### src/rtl/io_intr_ctrl.sv
// Interrupt controller ahead of the MCU: synchronises and edge-detects request lines,
// latches them into a pending register gated by a mask, and pulses INTERRUPT until acknowledged.
module io_intr_ctrl #(
  parameter int         N_SRC     = 8,
  parameter int         PULSE_CYC = 2,
  parameter logic [7:0] ID_PEND   = 8'h20,
  parameter logic [7:0] ID_MASK   = 8'h21,
  parameter logic [7:0] ID_ACK    = 8'h22
) (
  input  logic             CLK,
  input  logic             RESET,
  input  logic [N_SRC-1:0] SRC,
  input  logic [7:0]       PORT_ID,
  input  logic [7:0]       OUT_PORT,
  input  logic             IO_STRB,
  output logic [7:0]       IN_DATA,
  output logic             INTERRUPT
);

  typedef enum logic [1:0] {
    IDLE     = 2'd0,
    ASSERT   = 2'd1,
    WAIT_ACK = 2'd2
  } state_t;

  localparam int CW = (PULSE_CYC > 1) ? $clog2(PULSE_CYC) : 1;

  logic [N_SRC-1:0] s1_q, s1_d, s2_q, s2_d, s3_q, s3_d;
  logic [N_SRC-1:0] pend_q, pend_d, mask_q, mask_d;
  logic [N_SRC-1:0] edge_det, clr;
  state_t           state_q, state_d;
  logic [CW-1:0]    cnt_q, cnt_d;
  logic             int_q, int_d;
  logic             wr_pend, wr_mask, wr_ack, req;

  // MCU bus: a write is committed on the CLK edge where IO_STRB=1; there is no backpressure.
  assign wr_pend = IO_STRB && (PORT_ID == ID_PEND);
  assign wr_mask = IO_STRB && (PORT_ID == ID_MASK);
  assign wr_ack  = IO_STRB && (PORT_ID == ID_ACK);

  assign edge_det = s2_q & ~s3_q;
  assign clr      = wr_pend ? OUT_PORT[N_SRC-1:0] : '0;
  assign req      = |(pend_q & mask_q);

  always_comb begin
    s1_d   = SRC;
    s2_d   = s1_q;
    s3_d   = s2_q;
    // A fresh edge beats a simultaneous write-1-to-clear on the same bit.
    pend_d = edge_det | (pend_q & ~clr);
    mask_d = wr_mask ? OUT_PORT[N_SRC-1:0] : mask_q;
  end

  always_comb begin
    state_d = state_q;
    cnt_d   = cnt_q;
    case (state_q)
      IDLE: begin
        if (req) begin
          state_d = ASSERT;
          cnt_d   = CW'(PULSE_CYC - 1);
        end
      end
      ASSERT: begin
        if (wr_ack) begin
          state_d = IDLE;
        end else if (cnt_q == '0) begin
          state_d = WAIT_ACK;
        end else begin
          cnt_d = cnt_q - 1'b1;
        end
      end
      WAIT_ACK: begin
        if (wr_ack) state_d = IDLE;
      end
      default: state_d = IDLE;
    endcase
    int_d = (state_d == ASSERT);
  end

  always_ff @(posedge CLK) begin
    if (RESET) begin
      s1_q    <= '0;
      s2_q    <= '0;
      s3_q    <= '0;
      pend_q  <= '0;
      mask_q  <= '0;
      state_q <= IDLE;
      cnt_q   <= '0;
      int_q   <= 1'b0;
    end else begin
      s1_q    <= s1_d;
      s2_q    <= s2_d;
      s3_q    <= s3_d;
      pend_q  <= pend_d;
      mask_q  <= mask_d;
      state_q <= state_d;
      cnt_q   <= cnt_d;
      int_q   <= int_d;
    end
  end

  assign INTERRUPT = int_q;

  always_comb begin
    IN_DATA = 8'h00;
    if (PORT_ID == ID_PEND) begin
      IN_DATA[N_SRC-1:0] = pend_q;
    end else if (PORT_ID == ID_MASK) begin
      IN_DATA[N_SRC-1:0] = mask_q;
    end else if (PORT_ID == ID_ACK) begin
      IN_DATA = {6'b0, state_q};
    end
  end

endmodule

### config.mk
export PLATFORM = sky130hd
export DESIGN_NAME = io_intr_ctrl
export DESIGN_NICKNAME = d
export VERILOG_FILES = /design/src/rtl/io_intr_ctrl.sv
export SDC_FILE = /design/constraint.sdc
export NUM_CORES = 1
export LEC_CHECK = 0
export CAP_MARGIN = 40
export CELL_PAD_IN_SITES_DETAIL_PLACEMENT = 0
export CELL_PAD_IN_SITES_GLOBAL_PLACEMENT = 1
export CORE_MARGIN = 1
export CORE_UTILIZATION = 37
export DETAILED_ROUTE_END_ITERATION = 10
export PLACE_DENSITY = 0.88
export SLEW_MARGIN = 30
export SYNTH_ARGS = -nofsm -noshare
export SYNTH_HDL_FRONTEND = slang
export SYNTH_SLANG_ARGS = --single-unit
### constraint.sdc
create_clock -name CLK -period 1.55 [get_ports CLK]
set_input_delay 0.31 -clock CLK [delete_from_list [all_inputs] [get_ports CLK]]
set_output_delay 0.31 -clock CLK [all_outputs]
set_load 0.03 [all_outputs]
### Word-level counts from Yosys, hierarchy flattened

Cells that the tools add are included.

* bitwise logic cells: 6
* equal/unequal tests: 8
* reductions and logical operators: 7
* muxes and demuxes: 13
* add/subtract/negate cells: 1

Operators with widths (number)
* $and A8 B8 Y8: 3
* $eq A8 B6 Y1 const B: 3
* $mux W8: 3
* $not A8 Y8: 2
* $mux W2: 5
* $or A8 B8 Y8: 1
* $reduce_or A8 Y1: 1
* $pmux W2 S3: 1
* $eq A2 B1 Y1 const B: 2
* $ne A2 B2 Y1 const B: 2
* $logic_and A1 B1 Y1: 3
* $mux W1: 3
* $reduce_and A3 Y1: 1
* $eq A2 B2 Y1 const B: 1
* $logic_not A2 Y1: 1
* $pmux W1 S2: 1
* $reduce_bool A2 Y1: 1
* $sub A1 B1 Y1 const B: 1

* output and inout bits: 9
* flip-flop bits (word level): 44
* word-level logic and storage cells: 43

### Depth between registers and ports, before layout

Gate-level depths: netlist (run 1).

* depth after elaboration: 6
* mapped depth: 5

### Least setup slack after synthesis (run 1)

OpenSTA, ideal clock, no wires.

* path type: in2out
* from: input PORT_ID[4]
* to: output IN_DATA[2]
* setup slack: -283 ps
* stages on the path: 5
* required time: 1240 ps
* path buffers: 1
* arrival: 1523 ps
* cells stage by stage: nor4b_4 > nand2_1 > or2_1 > buf_2 > nor2_1

* word-level cells in the longest chain between the ends: 3
* elaborated cells on any way between the ends: 4
* those cells by class: eq/ne: 2; mux: 2

RTL lines
* start: declaration: RTL line 13 `input logic [7:0] PORT_ID,`
* $eq A8 B6 Y1: RTL line 109 `end else if (PORT_ID == ID_MASK) begin`
* $mux W8: RTL line 109
* $mux W8 (*): RTL line 107 `if (PORT_ID == ID_PEND) begin`
* end: declaration: RTL line 16 `output logic [7:0] IN_DATA,`

Mark *: on every way between the ends. The rest lies on a longest branch, timed or not.

### Final worst setup path (run 1)

* from: input PORT_ID[7]
* to: output IN_DATA[6]

The elaborated chain is that of the path after synthesis.

==> results.toml, run 1 <==
[die]
top_level_ports = 36
start_util = 0.382
die_y_um = 69.1
die-area_mm2 = 0.00477
die-width_um = 69.1
rows = 24
core_area_mm2 = 0.00435

[pwr]
powerDensity_mw_per_mm2 = 857
p_clk_frac = 0.338
peakVddDrop_v = 0.000508
power_frac_comb = 0.094
seq_power_share = 0.568
p_int_mw = 1.60
netSwitchingPower_uw = 475
swShare = 0.229
total_leakage_power_nw = 0.980

[logic_synthesis]
yosysTopAreaCellShare = 0.529
yosys-top-cells-area = "dfxtp_1, mux2i_1, nor2b_1, nor2_1, nand2b_1"
yosysSeqAreaShare = 0.529
synth_cells = 172
syn_area_per_cell_um2 = 9.68
ys_ff_latch = 44
yosysWarningCount = 0
syn_nets = 199
yosysTopAreaCell = "dfxtp_1"
netlist_area_mm2 = 0.00167
yosysUniqueCellTypes = 26

[place]
dpl_cell_area_mm2 = 0.00221
place.gp.congestion = 0.728
io_buffers = 35
dp.cells = 267
hpwlAfterDp_um = 2180

[run_status]
violations = "setup timing"
status = "finished, violations left"

[cells_and_area]
syn_to_final_growth_pct = 45.5
nNetsFinal = 250
finalNonFillerCells = 276
antenna_cells = 0
drive_gt1_frac = 0.254
stdcell_area_mm2 = 0.00242
post-route-util = 0.557

[timing]
hold_viol_final = 0
slew_violations = 0
rsz0062_at_grt = "yes"
fin_hold_ws_ns = 0.438
fin_crit_sh = 1.12
fmax_mhz = 574
slew-limit-headroom = 0.788
fin_ws_ns = -0.192
setup_viol = 6
period_minus_slack_ns = 1.74
final.setup.tns_ns = -1.07
tightest_slew_ns = 0.317
clock_skew_ns = 0.00410

[cts]
clock_latency_ns = 0.30
cts_buffer_depth = 2
htree_levels = 2
hold_buffers = 0
numCtsBuffers = 5
cts_root_buf = "clkbuf_8"
clkTransAtPathRegs_ns = 0.08
tritoncts = "done"
clock-sinks = 44

[routing]
first_pass_iters = 4
drt-vias-per-instance = 4.66
drc_errors = 0
num_vias = 1285
first_iter_violations = 45
detail_route.wl_per_cell_um = 11.1
wl_um = 3070
ant_nets = 0

[setup_path]
critPathCaptureType = "primary output"
cp.required_ns = 1.24
cp_max_fo = 6
path_class = "in -> out"
startpoint_type = "primary input"
cp.arrival_ns = 1.43

[flow_run]
cap_violations = 0

[worst_hold_path]
hp-class = "reg -> reg"

[global_routing]
grt_first_pass_wirelength_um = 5040
grt_pass1_vias = 1113
grt_use_total = 0.134
grt_overflow = 0
grt_max_degree = 31
antenna_found_initial = 0
[worst paths after layout]
check,start,to,slack [ns],cells past startpoint
hold / removal,s1_q[1],s2_q[1],0.44,1
setup / recovery,PORT_ID[7],IN_DATA[6],-0.19,7
setup reg to reg,mask_q[2],cnt_q,0.08,4
hold reg to reg,s1_q[1],s2_q[1],0.44,1
[final cells by class]
class / count / area [um2]
Sequential cell: 44 / 887
Clock inverter: 3 / 23.8
Tap cell: 52 / 65.1
Clock buffer: 5 / 68.8
Multi-Input combinational cell: 121 / 865
Fill cell: 407 / 1930
Timing Repair Buffer: 51 / 514
[power by group through the flow]
| stage | Sequential, mW | Clock [mW] | Combinational, mW |
|---|---|---|---|
| after global placement | 1.21 | 0 | 0.180 |
| after global routing | 1.18 | 0.767 | 0.212 |
| after floorplan | 1.20 | 0 | 0.0792 |
| after CTS | 1.18 | 0.728 | 0.193 |
| final | 1.18 | 0.702 | 0.195 |
| after detailed placement | 1.21 | 0 | 0.181 |
[worst max-delay path, cell delays in order]
cell	delay, ns
buf_6	0.09
nor4b_4	0.30
nand2_1	0.10
or2_1	0.25
buf_12	0.16
nor2_4	0.10
buf_6	0.13
[logic make-up (layout without fill, tap and decap cells)]
kind of cell,after synthesis,after routing,share of synthesized area
buffers and inverters,7,59,0.0188
and+or+nand+nor,77,77,0.256
muxes,17,17,0.102
AOI/OAI and AO/OA,27,27,0.0939
DFF,44,44,0.529
[metrics by stage]
step	setup WS (ns)	power, mW
after floorplan	-0.0705	1.28
after global placement	-0.536	1.39
after detailed placement	-0.561	1.39
after CTS	-0.221	2.10
after global routing	-0.243	2.16
final	-0.192	2.08
[synth_stat cells]
| cell type | n |
|---|---|
| a211oi_1 | 2 |
| a21o_1 | 1 |
| a21oi_1 | 10 |
| a222oi_1 | 1 |
| a22oi_1 | 2 |
| and2b_1 | 1 |
| buf_2 | 1 |
| buf_4 | 1 |
| clkbuf_1 | 5 |
| dfxtp_1 | 44 |
| mux2i_1 | 17 |
| nand2_1 | 10 |
| nand2b_1 | 9 |
| nand3_1 | 3 |
| nand4_1 | 1 |
| nand4_2 | 1 |
| nor2_1 | 21 |
| nor2b_1 | 25 |
| nor3_1 | 2 |
| nor3b_1 | 1 |
| nor4b_4 | 1 |
| o21ai_0 | 9 |
| o21bai_1 | 1 |
| o22ai_1 | 1 |
| or2_1 | 1 |
| or3b_1 | 1 |
[placed cells by master (no fill, tap or decap), types with 2 or more instances in the layout]
cell / Yosys / routed
buf_2: 1 / 2
dfxtp_2: 0 / 2
nor2b_1: 25 / 25
nor2_1: 21 / 11
o21ai_0: 9 / 8
mux2i_1: 17 / 15
mux2i_4: 0 / 2
clkdlybuf4s50_1: 0 / 18
clkbuf_8: 0 / 5
a211oi_1: 2 / 2
buf_12: 0 / 2
nand3_1: 3 / 3
a21oi_1: 10 / 8
clkinvlp_4: 0 / 2
nand2_1: 10 / 10
buf_6: 0 / 10
a22oi_1: 2 / 2
nand2b_1: 9 / 9
nor3_1: 2 / 2
dfxtp_1: 44 / 41
buf_4: 1 / 13
nor2_4: 0 / 9
dlygate4sd2_1: 0 / 3
[layer usage]
metal | GRT usage | share of wire | up-vias
li1 | - | - | 684
met1 | 0.170 | 0.47 | 564
met2 | 0.211 | 0.47 | 33
met3 | 0.0307 | 0.037 | 4
met4 | 0.0680 | 0.017 | 0
met5 | 0 | 0 | -
[timing repair]
item | in CTS | in global routing
cloned | 1 | 0
pin swaps | 7 | 9
resized for setup | 41 | 13
buffers inserted | 1 | 0
endpoints found under the setup margin | 18 | 9
[registers in the layout (all words and copies together) (netlist names)]
name / cells
cnt_q: 1
INTERRUPT: 1
pend_q: 8
s1_q: 8
s2_q: 8
s3_q: 8
mask_q: 8
state_q: 2
No activity file was read; power rests on OpenSTA's default activity.
==> inputs of run 2 (changes only) <==
- CORE_MARGIN: 1 -> not set
- CORE_UTILIZATION: 37 -> 34
- PLACE_DENSITY: 0.88 -> 0.85
- SKIP_CTS_REPAIR_TIMING: not set -> 1
- clock period: 1.55 -> 1.4 ns (I/O delays scaled with it)
==> results.toml, run 2 (synthesis gave the netlist of run 1 again) <==
[timing]
tightest_slew_ns = 0.341
setup_viol = 11
fmax_mhz = 591
clock_skew_ns = 0.00475
rsz0062_at_grt = "yes"
period_minus_slack_ns = 1.69
fin_hold_ws_ns = 0.436
fin_ws_ns = -0.292
fin_crit_sh = 1.21
slew_violations = 0
hold_viol_final = 0
slew-limit-headroom = 0.773

[place]
post-place-ws_ns = -0.641
dpl_cell_area_mm2 = 0.00225
place.gp.congestion = 0.756
io_buffers = 35
hpwlAfterDp_um = 2230
dp.cells = 283

[global_routing]
grt_overflow = 0
grt_max_degree = 35
antenna_found_initial = 0
grt_pass1_vias = 1103
grt_use_total = 0.129
grt_first_pass_wirelength_um = 5030

[cts]
clock-sinks = 44
tritoncts = "done"
cts_buffer_depth = 2
clock_latency_ns = 0.30
clkTransAtPathRegs_ns = 0.08
numCtsBuffers = 5
htree_levels = 2
cts_root_buf = "clkbuf_8"

[pwr]
powerDensity_mw_per_mm2 = 955
p_total_mw = 2.33
peakVddDrop_v = 0.000558
total_leakage_power_nw = 1.05

[die]
die-width_um = 72.0
top_level_ports = 36
die-area_mm2 = 0.00518
core_area_mm2 = 0.00472
rows = 25
start_util = 0.353
die_y_um = 72.0

[routing]
num_vias = 1307
detail_route.wl_per_cell_um = 11.0
drc_errors = 0
ant_nets = 0
first_pass_iters = 4
drt-vias-per-instance = 4.45
wl_um = 3240
first_iter_violations = 62

[setup_path]
cp.arrival_ns = 1.41
cp.required_ns = 1.12
startpoint_type = "primary input"
cp_max_fo = 6
critPathCaptureType = "primary output"
path_class = "in -> out"

[cells_and_area]
layout_common_cells = "dfxtp_1, nor2b_1, clkdlybuf4s50_1"
nFillCells = 435
final_common_cell = "dfxtp_1"
antenna_cells = 0
stdcell_area_mm2 = 0.00244
finalNonFillerCells = 294
drive_gt1_frac = 0.238
nNetsFinal = 253
syn_to_final_growth_pct = 46.7

[run_status]
status = "finished, violations left"
violations = "setup timing"

[worst_hold_path]
hp-class = "reg -> reg"

[flow_run]
cap_violations = 0
run 2: report_power, final:
group          total, mW  internal, mW  switching (mW)
Sequential          1.30          1.29          0.0150
Combinational      0.212         0.128          0.0840
Clock              0.818         0.399           0.419
Total               2.33          1.81           0.518
run 2: area by class of cell:
class                           instances  area (um2)  share of cell area
Timing Repair Buffer                   54         561               0.229
Multi-Input combinational cell        121         812               0.332
Sequential cell                        44         890               0.364
Clock buffer                            6        82.6              0.0338
Clock inverter                          2        15.0             0.00614
Tap cell                               67        83.8              0.0343
run 2: path summary, 6_finish.rpt:
path,startpoint,to,slack (ns),cells after the start
hold reg to reg,s1_q[4],s2_q[4],0.44,1
setup / recovery,PORT_ID[4],IN_DATA[7],-0.29,7
hold / removal,s1_q[4],s2_q[4],0.44,1
setup reg to reg,pend_q[2],cnt_q,-0.10,4
run 2: metal layers:
layer / up-vias / wire length, um / global-route usage
met4: 0 / 70 / 0.0654
li1: 693 / - / -
met1: 574 / 1550 / 0.169
met2: 34 / 1480 / 0.191
met5: - / 0 / 0
met3: 6 / 140 / 0.0417
run 2: stage by stage:
step,utilization,TNS [ns]
after global routing,0.517,-2.69
after global placement,0.477,-14.05
after CTS,0.497,-7.58
final,0.517,-1.88
after detailed placement,0.477,-14.77
after floorplan,-,-1.04
run 2: critical path: stages:
cell	delay, ns
buf_6	0.09
nor4b_4	0.29
nand2_1	0.10
or2_1	0.26
buf_12	0.16
nor2_4	0.10
buf_6	0.13
==> inputs of run 3 (changes only) <==
- SKIP_LAST_GASP: not set -> 1
==> results of run 3 <==
Same layout as run 2: the final DEF is identical, and so are final timing and power.
